===== config.mk =====
export PLATFORM = sky130hd
export DESIGN_NAME = mem_port_arbiter
export DESIGN_NICKNAME = d
export VERILOG_FILES = /design/src/rtl/mem_port_arbiter.sv
export SDC_FILE = /design/constraint.sdc
export NUM_CORES = 1
export LEC_CHECK = 0
export CORE_AREA = 2 2 107 109
export DETAILED_ROUTE_END_ITERATION = 7
export DIE_AREA = 0 0 109 111
export GPL_ROUTABILITY_DRIVEN = 0
export GPL_TIMING_DRIVEN = 0
export PLACE_DENSITY = 0.81
export SLEW_MARGIN = 5
export SYNTH_ARGS = -nofsm -noshare
export SYNTH_HDL_FRONTEND = slang
export SYNTH_SLANG_ARGS = --single-unit

===== constraint.sdc =====
create_clock -name clk -period 2.71 [get_ports clk]
set_input_delay 0.271 -clock clk [delete_from_list [all_inputs] [get_ports clk]]
set_output_delay 0.271 -clock clk [all_outputs]
set_load 0.05 [all_outputs]

===== src/rtl/mem_port_arbiter.sv =====
`default_nettype none
// ============================================================================
// Module   : mem_port_arbiter
// Brief    : IF/DM arbiter and sequencer for the shared 32-bit memory port.
//            Define MEMARB_STARVE_GUARD_EN to enable the IF starvation guard.
// Revision : 1.0 - initial release
// ============================================================================
module mem_port_arbiter #(
    parameter int STARVE_LIMIT = 4
) (
    input  logic        clk,
    input  logic        rst_n,

    input  logic        if_req,
    input  logic [31:0] if_addr,
    output logic        if_gnt,
    output logic        if_rvalid,
    output logic [31:0] if_rdata,

    input  logic        dm_req,
    input  logic        dm_we,
    input  logic [3:0]  dm_be,
    input  logic [31:0] dm_addr,
    input  logic [31:0] dm_wdata,
    output logic        dm_gnt,
    output logic        dm_rvalid,
    output logic [31:0] dm_rdata,

    output logic        mem_req,
    output logic        mem_we,
    output logic [3:0]  mem_be,
    output logic [31:0] mem_addr,
    output logic [31:0] mem_wdata,
    input  logic        mem_ready,
    input  logic [31:0] mem_rdata,

    output logic        sel,
    output logic        busy
);

    typedef enum logic [1:0] {
        S_IDLE   = 2'd0,
        S_BUSY_I = 2'd1,
        S_BUSY_D = 2'd2
    } state_t;

    localparam logic [3:0] c_limit = 4'(STARVE_LIMIT);

    if (STARVE_LIMIT < 1 || STARVE_LIMIT > 15) begin : g_limit_check
        $error("mem_port_arbiter: STARVE_LIMIT must be in 1..15");
    end

    state_t      r_state;
    logic        r_sel;
    logic        r_we;
    logic [3:0]  r_be;
    logic [31:0] r_addr;
    logic [31:0] r_wdata;

    logic        w_idle;
    logic        w_force_if;
    logic        w_gnt_i;
    logic        w_gnt_d;
    logic        w_done;

`ifdef MEMARB_STARVE_GUARD_EN
    logic [3:0] r_starve_cnt;

    assign w_force_if = (r_starve_cnt == c_limit);

    // Counts DM wins that left IF waiting; saturates so IF wins at the limit.
    always_ff @(posedge clk) begin
        if (!rst_n) begin
            r_starve_cnt <= 4'd0;
        end else if (w_gnt_i) begin
            r_starve_cnt <= 4'd0;
        end else if (w_gnt_d && if_req && (r_starve_cnt != c_limit)) begin
            r_starve_cnt <= r_starve_cnt + 4'd1;
        end
    end
`else
    // Strict DM priority; the limit can never be reached.
    assign w_force_if = (c_limit == 4'd0);
`endif

    assign w_idle = (r_state == S_IDLE);

    always_comb begin
        w_gnt_i = 1'b0;
        w_gnt_d = 1'b0;
        if (rst_n && w_idle) begin
            if (dm_req && !(if_req && w_force_if)) begin
                w_gnt_d = 1'b1;
            end else if (if_req) begin
                w_gnt_i = 1'b1;
            end
        end
    end

    always_ff @(posedge clk) begin
        if (!rst_n) begin
            r_state <= S_IDLE;
            r_sel   <= 1'b0;
            r_we    <= 1'b0;
            r_be    <= 4'd0;
            r_addr  <= 32'd0;
            r_wdata <= 32'd0;
        end else begin
            case (r_state)
                S_IDLE: begin
                    if (w_gnt_d) begin
                        r_state <= S_BUSY_D;
                        r_sel   <= 1'b1;
                        r_we    <= dm_we;
                        r_be    <= dm_be;
                        r_addr  <= dm_addr;
                        r_wdata <= dm_wdata;
                    end else if (w_gnt_i) begin
                        r_state <= S_BUSY_I;
                        r_sel   <= 1'b0;
                        r_we    <= 1'b0;
                        r_be    <= 4'hF;
                        r_addr  <= if_addr;
                        r_wdata <= 32'd0;
                    end
                end
                S_BUSY_I, S_BUSY_D: begin
                    if (mem_ready) begin
                        r_state <= S_IDLE;
                    end
                end
                default: r_state <= S_IDLE;
            endcase
        end
    end

    // A transaction being aborted by reset must not complete.
    assign w_done    = rst_n && mem_ready && !w_idle;

    assign if_gnt    = w_gnt_i;
    assign dm_gnt    = w_gnt_d;
    assign if_rvalid = w_done && (r_state == S_BUSY_I);
    assign dm_rvalid = w_done && (r_state == S_BUSY_D);
    assign if_rdata  = if_rvalid ? mem_rdata : 32'd0;
    assign dm_rdata  = dm_rvalid ? mem_rdata : 32'd0;

    assign mem_req   = !w_idle;
    assign busy      = !w_idle;
    assign mem_we    = r_we;
    assign mem_be    = r_be;
    assign mem_addr  = r_addr;
    assign mem_wdata = r_wdata;
    assign sel       = r_sel;

endmodule
`default_nettype wire


# Word-level counts from Yosys, hierarchy flattened
# Index checks and enable logic that the tools add are counted.
# totals
regBits,72
word_cells,41
inputBits,138
# op_classes
eq_ne,4
muxes,20
reduce_logical,11
# op_table
op,count
$mux W32,6
$mux W1,8
$mux W4,2
$mux W2,3
$logic_and A1 B1 Y1,5
$pmux W2 S2,1
$reduce_and A2 Y1,2
$ne A3 B3 Y1 const B,1
$eq A2 B1 Y1 const B,1
$eq A2 B2 Y1 const B,1
$logic_not A2 Y1,1
$ne A2 B2 Y1 const B,1
$reduce_bool A2 Y1,1
$reduce_or A2 Y1,1
$logic_not A1 Y1,1

# Longest topological paths before layout
# depth
depth_word,6
ltp_mapped,7
depth_no_buf,5

# Worst setup path after synthesis
# OpenSTA, ideal clock, no wires.
# synth_path
kind,reg2out
start,register r_state[0]
end,output if_rdata[22]
n_path_buf,1
path_stages_with_launch,7
arrival_ps,1986
setup_slack_ps,453
cell_sequence,dfxtp_1 inv_1 ha_1 inv_2 and4_1 buf_2 and2_1
# synth_between
elab_chain_cells,5
# synth_lines
element,line,text
start: declaration,53,state_t r_state;
start signal: assignment,102,r_state <= S_IDLE;
start signal: assignment,112,r_state <= S_BUSY_D;
start signal: assignment,119,r_state <= S_BUSY_I;
$logic_not A2 Y1,86,assign w_idle = (r_state == S_IDLE);
$logic_not A1 Y1,-,
net busy,38,output logic busy
$logic_and A1 B1 Y1,138,assign w_done = rst_n && mem_ready && !w_idle;
$logic_and A1 B1 Y1,142,assign if_rvalid = w_done && (r_state == S_BUSY_I);
net if_rvalid,17,"output logic if_rvalid,"
$mux W32,144,assign if_rdata = if_rvalid ? mem_rdata : 32'd0;
end: declaration,18,"output logic [31:0] if_rdata,"
# The timed path passes the listed nets, and every way through them passes these cells.

# Final worst setup path
# layout_path
start,register r_state[0]
end,output dm_rdata[21]
# layout_between
elab_chain_cells,5
# layout_lines
element,line,text
$logic_not A2 Y1,86,
$logic_not A1 Y1,138,
$logic_and A1 B1 Y1,138,
$logic_and A1 B1 Y1 (*),143,assign dm_rvalid = w_done && (r_state == S_BUSY_D);
$mux W32 (*),145,assign dm_rdata = dm_rvalid ? mem_rdata : 32'd0;
end: declaration,27,"output logic [31:0] dm_rdata,"
# Every way passes the cells marked *; elsewhere a longest branch is shown, timed or not.

==> impl_metrics.tcl <==
set metrics [dict create \
    dieArea_um2 12100 \
    post-route-drc-count 0 \
    max_freq_mhz 383 \
    mostFrequentLayoutCells "209 x clkdlybuf4s50_1, 72 x dfxtp_1, 65 x and2_1" \
    h-tree-depth 3 \
    power.leakage_nw 3.03 \
    yosysWarnings 0 \
    dr.pass1.iters 4 \
    path_clk_slew_ps 50 \
    grtUsageTotal_pct 20.2 \
    end_kind "primary output" \
    cts_sinks 72 \
    hold_start "sel" \
    cp_slowest_cell "clkdlybuf4s15_2" \
    placedCellCount 743 \
    rsz0062_at_grt "true" \
    crit_arrival_ps 2340 \
    rrSetupSlack_ps 1030 \
    hold_viol_final 0 \
    cts-hold-fix-buffers 0 \
    crit_chain "inv_1, ha_1, inv_2, and4_1, clkbuf_1, and2_1, clkdlybuf4s15_2" \
    synth_edf_count 0 \
    ys.flop_type "dfxtp_1" \
    syn-instance-count 324 \
    synth_cell_types 25 \
    grt_pass1_vias 3721 \
    fillCellCount 944 \
    wl_per_cell_um 16.5 \
    p_per_area_nw_per_um2 580 \
    cts.path.max_buffers 2 \
    clock_latency_ps 330 \
    crit_start "r_state[0]" \
    final-setup-viol-count 0 \
    cap_violations 0 \
    die_h_um 111 \
    path_class "reg -> out" \
    drtAntennaViolNets 0 \
    drive_gt1_share_pct 16.4 \
    syn-cell-area_um2 3310 \
    seq_area_frac_synth_pct 43.6 \
    r2r_start "r_state[0]" \
    crit_family "buffers and inverters" \
    numPortBuffers 276 \
    start_util_pct 29.9 \
    r2r_end "mem_wdata[30]" \
    placementRows 39 \
    status "completed" \
    grt_max_degree 14 \
    vdd_drop_max_mv 0.380 \
    holdWs_ps 463 \
    io_pins 278 \
    critPathCapture "dm_rdata[21]" \
    final_common_cell "clkdlybuf4s50_1" \
    cts_root_buf "clkbuf_16" \
    first_iter_violations 135 \
    grt_pass1_wl_um 18900 \
    core_um2 11100 \
    vias 3602 \
    slew_headroom_pct 64.0 \
    slowest_delay_ps 370 \
    area_growth_pct 98.8 \
    cp_num_cells 7 \
    wl_um 12500 \
    finalCriticalPeriod_ps 2610 \
    required_ps 2440 \
    cp_num_buf_inv 4 \
    start_kind "flop" \
    worst_slew_pin_slew_ps 538 \
    grt-ovfl-total 0 \
    nNetsFinal 752 \
    fin_skew_ps 8.94 \
    reg2regPathDepth 6 \
    critical_path.max_fanout 10 \
    post_cts_buffers 0 \
    syn_nets 465 \
    antenna_found_initial 2 \
    synthArstFlopShare_pct 0 \
    instances_no_fill 761 \
    syn_area_per_cell_um2 10.2 \
    vias_per_cell 4.73 \
    dp_hpwl_um 10200 \
    p_total_mw 3.82 \
    cts_tree "yes" \
    slew_violations 0 \
    finalCritPeriodShare_pct 96.3 \
    ys_ff_latch 72 \
    worstHoldPathType "reg -> reg" \
    numCtsBuffers 9 \
    fp.dieW_um 109 \
]
[cells in the mapped netlist, drive strengths merged, types with 2 or more instances]
cell / number / area share [%]
nand2: 33 / 3.7
and2: 65 / 12
o211a: 33 / 10
nor2b: 2 / 0.38
inv: 4 / 0.45
o21ai: 4 / 0.61
ha: 3 / 1.1
dfxtp: 72 / 44
clkbuf: 7 / 0.79
buf: 23 / 5.1
o221a: 4 / 1.4
mux2i: 32 / 9.7
a22o: 33 / 8.7
and4: 2 / 0.53
nand3: 2 / 0.30
[logic make-up (layout without fill, tap and decap cells)]
family / count (synthesis) / count (layout) / synth area share, %
AOI/OAI and AO/OA: 76 / 76 / 21.3
and+or+nand+nor: 107 / 107 / 18.0
buffers and inverters: 34 / 326 / 6.32
other: 0 / 2 / 0
DFF: 72 / 72 / 43.6
muxes: 32 / 32 / 9.68
adders and majority gates: 3 / 3 / 1.13
[power by group]
group	switching [mW]	internal, mW
clock	0.448	1.00
sequential	0.0564	1.16
combinational	0.650	0.500
[worst reg2reg max path: stages, from the launching register on]
cell,delay [ps]
dfxtp_1,360
inv_1,80
ha_1,300
nand3_1,270
inv_2,120
buf_4,200
a22o_1,250
[worst min-delay path by stage]
stage               endpoint  slack [ps]  cells after the start
5_1_grt         mem_wdata[6]         490                      1
3_5_place_dp    mem_wdata[1]         450                      1
6_report                 sel         460                      2
3_3_place_gp             sel         440                      2
4_1_cts                  sel         470                      3
2_1_floorplan  mem_wdata[10]         400                      1
[state kept, by name, indices dropped and copies added, names as in the netlist]
| register | flops |
|---|---|
| sel | 1 |
| r_state | 2 |
| mem_be | 4 |
| mem_wdata | 32 |
| mem_we | 1 |
| mem_addr | 32 |
[per-layer routing]
layer,wire [um],GRT usage [%],vias to the layer above
li1,-,-,1723
met2,6750,38.1,185
met5,0,0,-
met1,4240,19.5,1666
met4,382,9.15,0
met3,1170,6.00,28
[area by class of cell]
type                    instances  area (um^2)  area share (%)
well taps                     143          179            2.72
inverters                       4         15.0           0.228
flip-flops and latches         72         1440            21.9
clock inverters                 6          140            2.13
plain buffers                  30          198            3.01
diodes                          2         5.00          0.0761
clock buffers                  10          229            3.48
multi-input cells             218         1660            25.2
repair buffers                276         2710            41.2
[stage by stage]
stage / setup slack (ps) / instance area, um^2 / TNS (ps) / utilization [%]
final: 101 / 6580 / 0 / 59.4
after global routing: -74.0 / 6580 / -621 / 59.4
after CTS: 5.08 / 6640 / 0 / 59.9
after detailed placement: -73.3 / 6250 / -427 / 56.4
after global placement: -10.7 / 6250 / -10.7 / 56.4
after floorplan: 453 / 3310 / 0 / -
[repair_timing]
action,4_1_cts,5_1_grt
resized for setup,150,39
hold endpoints to repair,0,0
pin swaps,0,0
endpoints found under the setup margin,67,58
Note: power is estimated with default switching activity, not from simulation.
==> RTL change, RTL diff (same flow settings) <==
Encoding of `state_t`: now one-hot (3 bits for 3 states).
--- a/src/rtl/mem_port_arbiter.sv
+++ b/src/rtl/mem_port_arbiter.sv
@@ -38,10 +38,10 @@
     output logic        busy
 );
 
-    typedef enum logic [1:0] {
-        S_IDLE   = 2'd0,
-        S_BUSY_I = 2'd1,
-        S_BUSY_D = 2'd2
+    typedef enum logic [2:0] {
+        S_IDLE   = 3'b001,
+        S_BUSY_I = 3'b010,
+        S_BUSY_D = 3'b100
     } state_t;
 
     localparam logic [3:0] c_limit = 4'(STARVE_LIMIT);
Behaviour: no difference found for any inputs over 4 cycles, from zero or initial values and one cycle with rst_n low; so few cycles prove little.
==> RTL change against the unedited design <==
  * Power down 6.2%
  * Cell count up 0.79%
  * Wire length up 6.0%
  * Cell area down 4.4%
  * Largest cell class unchanged
  * First-iteration DRC count up 29%
  * Sequential share of layout area up 1.3 points
  * Critical path depth down 3
  * Area after synthesis up 0.61%
  * Core utilization down 2.6 points
  * Highest routed layer unchanged
  * Sequential cell count up 1
  * Worst setup slack better by 0.0087 ns
==> RTL change: results (changes against the unedited design) <==
Status
The run finished with clean final reports.

Yosys
The commonest cells after synthesis are sky130_fd_sc_hd__dfxtp_1 (73), sky130_fd_sc_hd__and2_1 (64), sky130_fd_sc_hd__a22o_1 (33), sky130_fd_sc_hd__a2bb2oi_1 (31), sky130_fd_sc_hd__nand2b_1 (31). In the post-synthesis netlist, the biggest area contributors are sky130_fd_sc_hd__dfxtp_1 (44%), sky130_fd_sc_hd__and2_1 (12%), sky130_fd_sc_hd__a22o_1 (8.7%). The portion of the post-synthesis area used by sequential elements came to 43.9% (+0.34 points).

The synthesis warning total is 0 (unchanged). The share of flip-flops with an asynchronous set or reset after synthesis is 0% (unchanged). The flip-flop cell with the highest count after synthesis is sky130_fd_sc_hd__dfxtp_1. The number of distinct library cells after synthesis is 36 (+44%). The post-synth net total is 470 (+1.1%).

The post-synthesis instance total is 332 (+2.5%).

GRT
The initial antenna violation count came to 0 (-2). The global-route usage over all layers is 21.5% (+1.3 points). The wire length of the first global-routing pass is 20,100 µm (+6.4%). The largest net degree at the start of global routing is 13 (-1). The number of global-route vias before repair is 3,908 (+5.0%).

Worst setup path
The largest fanout on the critical path is 9 (-1). The cell family contributing the most delay on the critical path is buffers and inverters. At the worst endpoint, the arrival time is 2.33 ns. The critical path's largest stage delay is 0.80 ns (+0.43 ns). The path depth of the worst reg2reg path is 4 (-2). The slowest stage of the critical path belongs to the cell sky130_fd_sc_hd__clkdlybuf4s50_1.

STA
The transition time at the pin with the least slew margin was 0.570 ns (+0.0319 ns). The clock tree skew after final layout is 0.00428 ns (-0.00466 ns).

Drt
The met3 layer wire length in the routed design is 1040 µm (-12%). The detailed-route wire length per cell is 17.3 µm (+5.2%). The detailed-routed wire length on met2 is 7000 µm (+3.8%). The wire length the detailed router placed on met1 is 4910 µm (+16%). The average vias per placed instance is 4.89 (+3.3%). The length of the first detailed-routing pass in iterations is 4 (unchanged). The number of nets still failing antenna checks after routing is 0 (unchanged).

The detailed router's first-iteration violation count was 174 (+29%). The top layer used by detailed routing is met4. The final wirelength is 13,300 µm (+6.0%).

Finish
The number of antenna cells inserted is 0 (-2). The share of layout cells above drive strength 1 was 15.9% (-0.53 points). The number of inserted filler cells in the final layout came to 989 (+4.8%). The final-stage net count is 757 (+0.66%).

Place
The placed cell count is 751 (+1.1%). The count of buffers from port buffering is 276 (unchanged). The half-perimeter wire length after detailed placement is 10,700 µm (+4.1%).

Min path
The cell depth of the worst hold path is 3 (+1). In this run the worst hold path is classified as in -> reg.

CTS
After clock tree synthesis, the clock-pin slew on the worst setup and hold paths is ~0.060 ns. The maximum buffer depth of the clock tree is 2 (unchanged). The number of buffers created by CTS is 9 (unchanged). The clock network latency to the later pin of the worst-skew pair came to 0.33 ns (about the same). The clock root buffer is sky130_fd_sc_hd__clkbuf_16. The number of setup buffers added after CTS was 0 (unchanged). The number of H-tree levels is 3 (unchanged).

Power
The leakage dissipation came to 2.63 nW (-13%). The peak ir drop on the vdd network is 286 µV (-25%).
## RTL change: worst paths after layout
kind         slack (ns)                    start                          to
max                0.11                    rst_n                if_rdata[31]
min                0.43                   dm_req     r_state[2]$_SDFFE_PN0P_
max reg2reg        1.14  r_state[0]$_SDFFE_PN1P_  mem_wdata[25]$_SDFFE_PN0P_
min reg2reg        0.47         sel$_SDFFE_PN0P_            sel$_SDFFE_PN0P_
## RTL change: worst min-delay path: stages
cell and delay [ns]:
sky130_fd_sc_hd__buf_2 0.17, sky130_fd_sc_hd__nand3b_1 0.18, sky130_fd_sc_hd__a21oi_1 0.08
## RTL change: where the power goes
part	internal [W]	leakage, nW	switching [W]
clock	0.000801	0.152	0.000454
sequential	0.00118	0.601	0.0000598
combinational	0.000489	1.88	0.000600
total	0.00247	2.63	0.00111
## RTL change: per-layer routing
metal / global-route usage (%) / up-vias
li1: - / 1803
met1: 23.0 / 1763
met2: 39.0 / 165
met3: 5.64 / 21
met4: 9.15 / 0
met5: 0 / -
## RTL change: area by class of cell
type,instances,share of cell area [%]
clock inverter,6,1.31
tap,143,2.84
multi-input combinational,222,26.6
timing repair buffer,276,39.3
buffer,35,3.00
clock buffer,10,3.64
inverter,2,0.119
sequential,73,23.2
## RTL change: kinds of logic (layout without fill, tap and decap cells)
logic type	Yosys count	in the layout	synth area share, %
buffers and inverters	37	329	5.90
flip-flops	73	73	43.9
AO/OA/AOI/OAI	106	106	27.9
XOR/XNOR	1	1	0.263
AND/OR/NAND/NOR	115	115	22.0
## RTL change: timing repair
action / CTS / global route
hold buffers: 0 / 0
setup endpoints to repair: 61 / 64
gates resized for setup: 62 / 123
endpoints found under the hold margin: 0 / 0
## RTL change: stage by stage
stage	worst slack [ns]	utilization, %	cell area, µm²
after floorplan	0.554	-	3330
after global placement	-0.288	56.6	6270
after detailed placement	-0.278	56.6	6270
after CTS	0.00739	58.7	6510
after global routing	0.00443	56.8	6290
final	0.110	56.8	6290
